[src/rtl/alu_pkg.sv]
// Shared ALU definitions: op codes, controller state encoding, operand/result bundles.
// Latency: n/a (types and constants only).
// Backpressure: n/a.
package alu_pkg;

    localparam int DATA_W = 16;

    localparam logic [2:0] ALU_ADD = 3'd0;
    localparam logic [2:0] ALU_SUB = 3'd1;
    localparam logic [2:0] ALU_AND = 3'd2;
    localparam logic [2:0] ALU_OR  = 3'd3;
    localparam logic [2:0] ALU_XOR = 3'd4;
    localparam logic [2:0] ALU_SLT = 3'd5;
    localparam logic [2:0] ALU_SHL = 3'd6;
    localparam logic [2:0] ALU_SHR = 3'd7;

    localparam int SHIFT_TIMEOUT_DEFAULT = 31;

    typedef enum logic [2:0] {
        ST_IDLE        = 3'd0,
        ST_EXEC        = 3'd1,
        ST_SHIFT_START = 3'd2,
        ST_SHIFT_WAIT  = 3'd3,
        ST_RESP        = 3'd4
    } state_e;

    typedef struct packed {
        logic [2:0]        mode;
        logic [DATA_W-1:0] a;
        logic [DATA_W-1:0] b;
    } op_t;

    typedef struct packed {
        logic [DATA_W-1:0] data;
        logic              zero;
        logic              err;
    } rsp_t;

    function automatic logic is_shift(input logic [2:0] mode);
        return (mode == ALU_SHL) || (mode == ALU_SHR);
    endfunction

endpackage

[src/rtl/alu_issue_ctrl.sv]
// Issues one ALU operation at a time and returns its result with zero/err flags.
// Latency: non-shift result valid two edges after request; shifts wait for ALU done or SHIFT_TIMEOUT.
// Backpressure: req_ready only in IDLE (nothing queued); result held in RESP until rsp_ready.
module alu_issue_ctrl
    import alu_pkg::*;
#(
    parameter int SHIFT_TIMEOUT = SHIFT_TIMEOUT_DEFAULT
) (
    input  logic        clk,
    input  logic        reset_n,
    input  logic        req_valid,
    output logic        req_ready,
    input  logic [2:0]  req_mode,
    input  logic [15:0] req_a,
    input  logic [15:0] req_b,
    output logic        rsp_valid,
    input  logic        rsp_ready,
    output logic [15:0] rsp_data,
    output logic        rsp_zero,
    output logic        rsp_err,
    output logic [15:0] alu_a,
    output logic [15:0] alu_b,
    output logic [2:0]  alu_mode,
    output logic        alu_start_shift,
    input  logic [15:0] alu_answer,
    input  logic        alu_zero,
    input  logic        alu_done_shift,
    output logic [15:0] ops_done
);

    localparam logic [7:0] TIMEOUT_CNT = 8'(SHIFT_TIMEOUT);

    state_e      state_q, state_d;
    op_t         op_q;
    rsp_t        rsp_q, rsp_d;
    logic [7:0]  cnt_q, cnt_nxt;
    logic [15:0] ops_done_q;
    logic        op_load, rsp_load, cnt_clr, cnt_inc, ops_inc;

    assign cnt_nxt = cnt_q + 8'd1;

    // Next-state and datapath enables; alu_done_shift is only looked at in SHIFT_WAIT.
    always_comb begin
        state_d   = state_q;
        op_load   = 1'b0;
        rsp_load  = 1'b0;
        rsp_d     = '0;
        cnt_clr   = 1'b0;
        cnt_inc   = 1'b0;
        ops_inc   = 1'b0;
        case (state_q)
            ST_IDLE: begin
                if (req_valid) begin
                    op_load = 1'b1;
                    state_d = is_shift(req_mode) ? ST_SHIFT_START : ST_EXEC;
                end
            end
            ST_EXEC: begin
                rsp_load   = 1'b1;
                rsp_d.data = alu_answer;
                rsp_d.zero = alu_zero;
                state_d    = ST_RESP;
            end
            ST_SHIFT_START: begin
                cnt_clr = 1'b1;
                state_d = ST_SHIFT_WAIT;
            end
            ST_SHIFT_WAIT: begin
                cnt_inc = 1'b1;
                // A done arriving on the timeout cycle still delivers the real result.
                if (alu_done_shift) begin
                    rsp_load   = 1'b1;
                    rsp_d.data = alu_answer;
                    rsp_d.zero = alu_zero;
                    state_d    = ST_RESP;
                end else if (cnt_nxt >= TIMEOUT_CNT) begin
                    rsp_load  = 1'b1;
                    rsp_d.err = 1'b1;
                    state_d   = ST_RESP;
                end
            end
            ST_RESP: begin
                if (rsp_ready) begin
                    ops_inc = 1'b1;
                    state_d = ST_IDLE;
                end
            end
            default: state_d = ST_IDLE;
        endcase
    end

    // FSM state register.
    always_ff @(posedge clk or negedge reset_n) begin
        if (!reset_n) state_q <= ST_IDLE;
        else          state_q <= state_d;
    end

    // Operand registers: the only source of alu_* so they stay put for the whole op.
    always_ff @(posedge clk or negedge reset_n) begin
        if (!reset_n) begin
            op_q <= '0;
        end else if (op_load) begin
            op_q.mode <= req_mode;
            op_q.a    <= req_a;
            op_q.b    <= req_b;
        end
    end

    // Captured result, held unchanged through RESP.
    always_ff @(posedge clk or negedge reset_n) begin
        if (!reset_n)      rsp_q <= '0;
        else if (rsp_load) rsp_q <= rsp_d;
    end

    // Shift wait counter.
    always_ff @(posedge clk or negedge reset_n) begin
        if (!reset_n)     cnt_q <= '0;
        else if (cnt_clr) cnt_q <= '0;
        else if (cnt_inc) cnt_q <= cnt_nxt;
    end

    // Completed-response counter, wraps naturally.
    always_ff @(posedge clk or negedge reset_n) begin
        if (!reset_n)     ops_done_q <= '0;
        else if (ops_inc) ops_done_q <= ops_done_q + 16'd1;
    end

    // reset_n gates ready so it reads 0 while reset is held.
    assign req_ready       = (state_q == ST_IDLE) && reset_n;
    assign rsp_valid       = (state_q == ST_RESP);
    assign rsp_data        = rsp_q.data;
    assign rsp_zero        = rsp_q.zero;
    assign rsp_err         = rsp_q.err;
    assign alu_a           = op_q.a;
    assign alu_b           = op_q.b;
    assign alu_mode        = op_q.mode;
    assign alu_start_shift = (state_q == ST_SHIFT_START);
    assign ops_done        = ops_done_q;

endmodule

[config.mk]
export PLATFORM = sky130hd
export DESIGN_NAME = alu_issue_ctrl
export DESIGN_NICKNAME = d
export VERILOG_FILES = /design/src/rtl/alu_pkg.sv /design/src/rtl/alu_issue_ctrl.sv
export SDC_FILE = /design/constraint.sdc
export NUM_CORES = 1
export LEC_CHECK = 0
export ABC_AREA = 0
export CELL_PAD_IN_SITES_DETAIL_PLACEMENT = 0
export CELL_PAD_IN_SITES_GLOBAL_PLACEMENT = 1
export CORE_ASPECT_RATIO = 0.6
export CORE_UTILIZATION = 34
export DETAILED_ROUTE_END_ITERATION = 8
export PLACE_DENSITY = 0.8
export SYNTH_ARGS = -nofsm -noshare
export SYNTH_HDL_FRONTEND = slang
export SYNTH_SLANG_ARGS = --single-unit
[constraint.sdc]
create_clock -name clk -period 2.35 [get_ports clk]
set_input_delay 0.47 -clock clk [delete_from_list [all_inputs] [get_ports clk]]
set_output_delay 0.47 -clock clk [all_outputs]
set_load 0.01 [all_outputs]
==> metrics.md, run 1 <==
| Metric | Value |
|---|---|
| Status | completed |
| First-pass GRT wire length | 14,300 um |
| Netlist cell types | 43 |
| Slew @ Worst Pin | 1.02 ns |
| CTS tree | yes |
| RD Place Congestion | 0.740 |
| Max Clock Freq | 0.457 GHz |
| Critical path startpoint | state_q[0] |
| Worst skew pair latency | 0.33 ns |
| Share of cells above drive strength 1 | 0.154 |
| GR Util All Layers | 0.171 |
| WP data required | 1.88 ns |
| Port Buffers | 128 |
| Synthesized instance count | 302 |
| Clock Path Buffers | 2 |
| Most frequent cells after synthesis | dfrtp_1, nand2_1, mux2_2 |
| Area leader, netlist | dfrtp_1 |
| Initial DRC count | 86 |
| Fin Setup TNS | 0 ns |
| Pleak | 2.21 nW |
| Post-CTS Resized | 0 |
| H-tree depth | 3 |
| MaxCap Viol Count | 0 |
| Maximum fanout along the worst path | 9 |
| Pint | 4.46 mW |
| Cts hold-fix bufs | 0 |
| Ys async rst share | 1.00 |
| Die height | 81.3 um |
| Worst Skew | 0.00470 ns |
| Clock Power Share | 0.226 |
| Final setup vio count | 0 |
| Initial antenna violation count | 0 |
| Yosys top cell area share | 0.562 |
| Hold Path Class | primary input to async pin |
| Top FF cell, synth | dfrtp_1 |
| Synth warn | 0 |
| RSZ-0062 raised after global routing | false |
| Sequential share of the synthesized area | 0.562 |
| Comb pwr share | 0.411 |
| Final hold violation count | 0 |
| Clock-pin slew on the worst setup and hold paths | 0.06 ns |
| HPWL Detailed | 5960 um |
| FF-to-FF End | rsp_data[8] |
| Switch Pwr | 2.10 mW |
| Worst Setup Path Type | flip-flop to output port |
| Routed vias/inst | 4.79 |
| R2R Setup Slk | 0.50 ns |
| Finished Core Util | 0.530 |
| Die width | 134 um |
| Worst flop-to-flop path startpoint | cnt_q[0] |
| Slew Viols, Final | 0 |
| PwrDens | 1230 nW/um2 |
| Count leader, synth | dfrtp_1 |
| Seq cells post-synth | 80 |
| Critical Path Source Type | flip-flop |
| ANT cells | 0 |
| Initial Util | 0.355 |
| Drc violations | 0 |
| Area contributors post-synth | dfrtp_1, mux2_2, nand2_1, a22oi_1, o21ai_0 |
| Register share of total power | 0.362 |
| Syn-to-layout area delta | 49.1% |
| Tcrit/Tclk final | 0.931 |
| Avg Cell Area, Syn | 11.8 um2 |
| Slew HR | 0.323 |
| Fin nets | 492 |
| Min cycle time layout | 2.19 ns |
| CP Data Arrival Time | 1.72 ns |
| WL final | 8730 um |
| Cell area after synthesis | 3560 um2 |
| Synthesized net count | 362 |
| Clk sink count | 80 |
| Total CTS buffers | 9 |
| Reg2Reg Depth | 6 |
| Max IR drop VDD | 0.549 mV |
| Pin count of the biggest net entering global routing | 81 |
| Detailed-router iteration count before antenna repair | 4 |
| CP endpoint kind | output port |
| CTS root buffer | clkbuf_16 |
| Switch share | 0.320 |
| Routed len/inst | 15.3 um |
| Grt total ovfl | 0 |
| Vias in the first global route | 2,751 |
| Core Region | 10,000 um2 |
| I/O Pins | 129 |
| Die area | 10,900 um2 |
| Post-CTS Repair Setup Buffers | 0 |
| Vias | 2,733 |
| Final antenna-violating net count | 0 |
| EDFF count, synth | 0 |
| Row cnt | 28 |
==> state kept, by name (all words and copies together), names as in the netlist <==
signal	count
rsp_err	1
rsp_zero	1
state_q	3
ops_done	16
rsp_data	16
alu_b	16
alu_mode	3
alu_a	16
cnt_q	8
==> logic make-up after synthesis <==
kind of cell,count (synthesis),synth area share
XOR/XNOR,15,0.0369
multiplexers,39,0.122
AND/OR/NAND/NOR,89,0.130
AO/OA/AOI/OAI,55,0.109
flip-flops,80,0.562
buffers and inverters,21,0.0302
adder cells (fa/ha/maj),3,0.0105
==> layer usage <==
layer / share of wire / global-route usage / routed length [um] / vias to the layer above
li1: - / - / - / 1322
met1: 0.51 / 0.245 / 4480 / 1284
met2: 0.40 / 0.248 / 3480 / 121
met3: 0.081 / 0.0549 / 709 / 6
met4: 0.0070 / 0.0404 / 61 / 0
met5: 0 / 0 / 0 / -
==> per-stage QoR <==
stage | setup slack [ns] | instance area [um2] | total power [mW] | hold slack, ns | std cells
floorplan | 0.710 | 3560 | 3.65 | 0.174 | 302
global placement | 0.290 | 4990 | 5.03 | 0.486 | 556
detailed placement | 0.226 | 4990 | 5.10 | 0.468 | 556
CTS | 0.137 | 5310 | 6.63 | 0.473 | 571
global route | 0.0807 | 5310 | 6.96 | 0.513 | 571
finish | 0.163 | 5310 | 6.55 | 0.410 | 571
==> area by class of cell <==
| cell class | instances | area, um2 |
|---|---|---|
| Timing Repair Buffer | 136 | 1350 |
| Inverter | 4 | 15.0 |
| Clock inverter | 6 | 92.6 |
| Fill cell | 886 | 4710 |
| Tap cell | 135 | 169 |
| Multi-Input combinational cell | 201 | 1450 |
| Clock buffer | 9 | 225 |
| Sequential cell | 80 | 2000 |
==> power groups by stage <==
stage	combinational [mW]	sequential, mW	clock, mW
global route	2.92	2.46	1.58
CTS	2.72	2.37	1.53
finish	2.70	2.37	1.48
floorplan	1.15	2.50	0
global placement	2.66	2.36	0
detailed placement	2.72	2.38	0
==> placed cells by master (no fill, tap or decap), types with 9 or more instances in the layout <==
cell,Yosys,layout
a22oi_1,17,17
clkbuf_16,0,9
clkdlybuf4s50_1,0,127
dfrtp_1,80,80
mux2_2,35,35
nand2_1,38,38
nand3_1,9,9
nor2_1,10,10
o21ai_0,20,20
xnor2_1,11,11
==> worst max path at each step <==
| stage | endpoint | slack, ns |
|---|---|---|
| final | req_ready | 0.16 |
| after global routing | rsp_valid | 0.08 |
| after CTS | rsp_valid | 0.14 |
| after detailed placement | ops_done[15] | 0.23 |
| after global placement | ops_done[15] | 0.29 |
| after floorplan | alu_start_shift | 0.71 |
==> worst max-delay path: stages, from the launching register on <==
cell	delay [ns]
dfrtp_1	0.47
nor3_1	0.24
and2_1	0.15
clkdlybuf4s50_1	0.53
Power figures use the tool's default switching activity.
==> run 2: changes to the inputs <==
==> constraint.sdc (replaced) <==
create_clock -name clk -period 2.35 [get_ports clk]
set_input_delay 0.3525 -clock clk [delete_from_list [all_inputs] [get_ports clk]]
set_output_delay 0.3525 -clock clk [all_outputs]
set_load 0.01 [all_outputs]
==> run 2 against run 1 <==
- setup slack better by 0.063 ns
- register-to-register slack barely moved
- non-clock buffer count stayed put
- via count is 0.80% lower
- wire length shrank 4.1%
- critical path type unchanged
==> metrics.md, run 2 (same netlist as run 1, synthesis figures left out) <==
| Metric | Value |
|---|---|
| CTS root buffer | clkbuf_16 |
| Fin Setup TNS | 0 ns |
| Register share of total power | 0.372 |
| WP data required | 2.00 ns |
| CP Data Arrival Time | 1.77 ns |
| Slew @ Worst Pin | 1.02 ns |
| Max IR drop VDD | 0.680 mV |
| Clock Power Share | 0.208 |
| Max Clock Freq | 0.471 GHz |
| Cell Count, Final, Fillers Out | 572 |
| Post-CTS Repair Setup Buffers | 0 |
| Post-CTS Resized | 0 |
| Tcrit/Tclk final | 0.904 |
| Clk sink count | 80 |
| Drc violations | 0 |
| PwrDens | 1210 nW/um2 |
| First-pass GRT wire length | 13,700 um |
| Cell count after placement | 556 |
| Routed vias/inst | 4.74 |
| RSZ-0062 raised after global routing | false |
| Design area | 5280 um2 |
| Die height | 81.3 um |
| Number of fill cells in the layout | 877 |
| FF-to-FF End | rsp_data[14] |
| DP Area | 4990 um2 |
| Min cycle time layout | 2.12 ns |
| I/O Pins | 129 |
| Slew HR | 0.318 |
| Worst skew pair latency | 0.33 ns |
| Maximum fanout along the worst path | 9 |
| Top Layer Used | met4 |
| Final setup vio count | 0 |
| GR Util All Layers | 0.163 |
| Share of cells above drive strength 1 | 0.156 |
| Initial antenna violation count | 0 |
| Port Buffers | 128 |
| CP bufs+invs | 1 |
| Row cnt | 28 |
| Worst-path cell chain | nor3_1, and2_1, clkdlybuf4s50_1 |
| Routed length on met3 | 688 um |
| Hold Path Class | primary input to async pin |
| Final hold violation count | 0 |
| Worst Skew | 0.00817 ns |
| Reg2Reg Depth | 6 |
| CTS tree | yes |
| Clock Path Buffers | 2 |
| Routed wl met2 | 3260 um |
| Metal1 wirelength | 4380 um |
| Pleak | 2.19 nW |
| Routed len/inst | 14.6 um |
| Pint | 4.28 mW |
| Cts hold-fix bufs | 0 |
| WL final | 8370 um |
| Switch share | 0.327 |
| Switch Pwr | 2.08 mW |
| Die area | 10,900 um2 |
| HPWL Detailed | 5890 um |
| Hold Worst Slack | 0.289 ns |
| CP endpoint kind | output port |
| R2R Setup Slk | 0.49 ns |
| Vias in the first global route | 2,653 |
| Crit-path max cell delay | 0.53 ns |
| Syn-to-layout area delta | 48.2% |
| MaxCap Viol Count | 0 |
| Slew Viols, Final | 0 |
| Post-placement worst setup slack | 0.385 ns |
| Final antenna-violating net count | 0 |
| Fin nets | 492 |
| Critical Path Source Type | flip-flop |
| Detailed-router iteration count before antenna repair | 6 |
| Grt total ovfl | 0 |
| Total CTS buffers | 9 |
| Most frequent cells in the layout | clkdlybuf4s50_1, dfrtp_1, nand2_1, mux2_2, o21ai_0 |
| Initial DRC count | 105 |
| Core Region | 10,000 um2 |
| Worst flop-to-flop path startpoint | cnt_q[0] |
| Comb pwr share | 0.421 |
| RD Place Congestion | 0.769 |
| Commonest non-fill, non-tap cell in the layout | clkdlybuf4s50_1 |
| H-tree depth | 3 |
| Crit path max-delay cell type | clkdlybuf4s50_1 |
| Vias | 2,711 |
| Setup slack after layout | 0.226 ns |
| Die width | 134 um |
| Status | completed |
| Initial Util | 0.355 |
| Clock-pin slew on the worst setup and hold paths | 0.06 ns |
| Crit-path leading delay family | buffers and inverters |
| ANT cells | 0 |
| Pin count of the biggest net entering global routing | 81 |
| Worst Setup Path Type | flip-flop to output port |
## run 2: cell types whose count changed in the layout (fill, tap and decap cells not counted), sizes merged
cell	delta
inv	+1
clkinv	+1
bufinv	-2
clkbuf	+1
## run 2: final cells by class
class / count / area (um2) / share of cell area
Clock buffer: 10 / 239 / 0.0453
Clock inverter: 6 / 50.0 / 0.00948
Inverter: 4 / 15.0 / 0.00284
Multi-Input combinational cell: 201 / 1450 / 0.275
Sequential cell: 80 / 2000 / 0.379
Tap cell: 135 / 169 / 0.0320
Timing Repair Buffer: 136 / 1350 / 0.256
## run 2: worst reg2reg max path, stage by stage (launching register included)
cell and delay [ns]:
dfrtp_1 0.44, ha_1 0.32, and3_1 0.18, o211a_1 0.24, o211ai_2 0.14, buf_4 0.27, o21ai_0 0.15
## run 2: worst max path at each step
stage | end | start | depth (start not counted)
4_1_cts | req_ready | state_q[0] | 3
5_1_grt | req_ready | state_q[0] | 3
6_report | req_ready | state_q[0] | 3
2_1_floorplan | rsp_data[10] | cnt_q[0] | 6
3_3_place_gp | ops_done[15] | rsp_ready | 5
3_5_place_dp | ops_done[15] | rsp_ready | 5
## run 2: through the flow
stage / power (mW) / util
floorplan: 3.65 / -
global placement: 5.02 / 0.498
detailed placement: 5.08 / 0.498
CTS: 6.45 / 0.527
global route: 6.81 / 0.527
finish: 6.36 / 0.527
## run 2: power by group through the flow
stage,clock [mW],sequential (mW),combinational [mW]
floorplan,0,2.50,1.15
detailed placement,0,2.37,2.70
finish,1.32,2.37,2.68
global placement,0,2.36,2.66
global route,1.43,2.46,2.92
CTS,1.38,2.37,2.70
## run 2: per-layer routing
layer	up-vias	track usage
met5	-	0
met2	118	0.233
li1	1328	-
met3	5	0.0543
met4	0	0.0404
met1	1260	0.235
==> run 3: changes to the inputs <==
--- a/config.mk
+++ b/config.mk
@@ -8,10 +8,10 @@
 export ABC_AREA = 0
 export CELL_PAD_IN_SITES_DETAIL_PLACEMENT = 0
 export CELL_PAD_IN_SITES_GLOBAL_PLACEMENT = 1
-export CORE_ASPECT_RATIO = 0.6
 export CORE_UTILIZATION = 34
 export DETAILED_ROUTE_END_ITERATION = 8
 export PLACE_DENSITY = 0.8
+export SLEW_MARGIN = 25
 export SYNTH_ARGS = -nofsm -noshare
 export SYNTH_HDL_FRONTEND = slang
 export SYNTH_SLANG_ARGS = --single-unit
==> run 3 against run 2 <==
- register-to-register slack barely moved
- cell area fell by 1.7%
- first-iteration DRC count rose by 19%
- non-clock buffer count rose by 1
- global-route usage barely moved
- via count rose by 0.77%
- critical path type unchanged
- critical endpoint unchanged
- largest cell class unchanged
- largest power group unchanged
- highest routed layer unchanged
==> metrics.md, run 3 (same netlist as run 1, synthesis figures left out) <==
| Metric | Value |
|---|---|
| Status | completed |
| Commonest non-fill, non-tap cell in the layout | clkdlybuf4s50_1 |
| Worst Skew | 0.00941 ns |
| Critical Path Source Type | flip-flop |
| Die height | 104 um |
| Clock Path Buffers | 2 |
| ANT cells | 0 |
| Port Buffers | 128 |
| Fin Setup TNS | 0 ns |
| Max Clock Freq | 0.469 GHz |
| Share of cells above drive strength 1 | 0.158 |
| Initial antenna violation count | 0 |
| Vias | 2,732 |
| Die area | 10,900 um2 |
| Initial DRC count | 125 |
| RSZ-0062 raised after global routing | false |
| Switch share | 0.342 |
| Clock-pin slew on the worst setup and hold paths | 0.09 ns |
| Pleak | 2.16 nW |
| WP data required | 2.00 ns |
| Cts hold-fix bufs | 0 |
| Cell Count, Final, Fillers Out | 571 |
| Fin nets | 493 |
| Comb pwr share | 0.450 |
| Total CTS buffers | 9 |
| Routed len/inst | 15.0 um |
| CTS root buffer | clkbuf_8 |
| GR Util All Layers | 0.163 |
| Detailed-router iteration count before antenna repair | 5 |
| Final hold violation count | 0 |
| Worst Setup Path Type | flip-flop to output port |
| Maximum fanout along the worst path | 9 |
| Final setup vio count | 0 |
| Max IR drop VDD | 0.571 mV |
| Slew Viols, Final | 0 |
| Pin count of the biggest net entering global routing | 52 |
| Hold Path Class | primary input to async pin |
| Most frequent cells in the layout | clkdlybuf4s50_1, dfrtp_1, nand2_1, mux2_2, o21ai_0 |
| Min cycle time layout | 2.13 ns |
| H-tree depth | 3 |
| Slew @ Worst Pin | 0.637 ns |
| Tcrit/Tclk final | 0.908 |
| First-pass GRT wire length | 14,100 um |
| Clock Power Share | 0.161 |
| Initial Util | 0.358 |
| MaxCap Viol Count | 0 |
| Pint | 3.96 mW |
| CTS tree | yes |
| Row cnt | 36 |
| PwrDens | 1160 nW/um2 |
| WL final | 8590 um |
| I/O Pins | 129 |
| Routed vias/inst | 4.78 |
| RD Place Congestion | 0.760 |
| Slew HR | 0.575 |
| Final antenna-violating net count | 0 |
| Switch Pwr | 2.06 mW |
| HPWL Detailed | 6190 um |
| Register share of total power | 0.390 |
| CP Data Arrival Time | 1.78 ns |
| Drc violations | 0 |
| Die width | 104 um |
| CP endpoint kind | output port |
| Worst skew pair latency | 0.35 ns |
| Clk sink count | 80 |
| Grt total ovfl | 0 |
| Syn-to-layout area delta | 45.7% |
| Vias in the first global route | 2,794 |
| Core Region | 9950 um2 |
| Cell count after placement | 555 |
## run 3: metal layers
layer / part of all wire / global-route usage / wire, um
met4: 0.016 / 0.0704 / 136
met1: 0.45 / 0.208 / 3850
met5: 0 / 0 / 0
met3: 0.042 / 0.0326 / 359
met2: 0.49 / 0.268 / 4240
## run 3: critical path, cell delays in order (launching register included)
cell and delay [ns]:
dfrtp_1 0.48, nor3_1 0.25, and2_1 0.15, clkdlybuf4s50_1 0.56
## run 3: worst paths after layout
path                               from      endpoint  slack [ns]  cells past startpoint
setup / recovery             state_q[0]     req_ready        0.22                      3
hold reg to reg            ops_done[15]  ops_done[15]        0.48                      1
setup reg to reg               cnt_q[0]      rsp_zero        0.50                      6
max in group asynchronous       reset_n   ops_done[7]        1.31                      3
hold / removal                  reset_n     alu_a[13]        0.05                      2
min in group clk           ops_done[15]  ops_done[15]        0.48                      1
## run 3: what timing repair did
action / CTS / global route
resized for setup: 0 / 1
endpoints found under the setup margin: 0 / 1
setup buffers: 0 / 0
## run 3: metrics by stage
stage / hold WS (ns) / setup slack, ns / instance area (um2) / total power [mW] / utilization
after floorplan: 0.0569 / 0.724 / 3560 / 3.65 / -
after global placement: 0.443 / 0.363 / 4990 / 5.04 / 0.502
after detailed placement: 0.434 / 0.292 / 4990 / 5.11 / 0.502
after CTS: 0.0443 / 0.00594 / 5180 / 6.09 / 0.521
after global routing: 0.0749 / 0.0979 / 5190 / 6.42 / 0.521
final: 0.0501 / 0.217 / 5190 / 6.02 / 0.521
## run 3: power groups by stage
| stage | clock, mW | sequential (mW) | combinational [mW] |
|---|---|---|---|
| floorplan | 0 | 2.50 | 1.15 |
| detailed placement | 0 | 2.36 | 2.74 |
| global route | 1.05 | 2.45 | 2.92 |
| global placement | 0 | 2.35 | 2.69 |
| finish | 0.967 | 2.35 | 2.71 |
| CTS | 0.997 | 2.35 | 2.75 |
## run 3: layout make-up
class                      instances  area [um2]
clock buffer                      10         138
clock inverter                     6        53.8
fill                             877        4760
inverter                           4        15.0
multi-input combinational        201        1460
sequential                        80        2000
tap                              133         166
timing repair buffer             137        1360
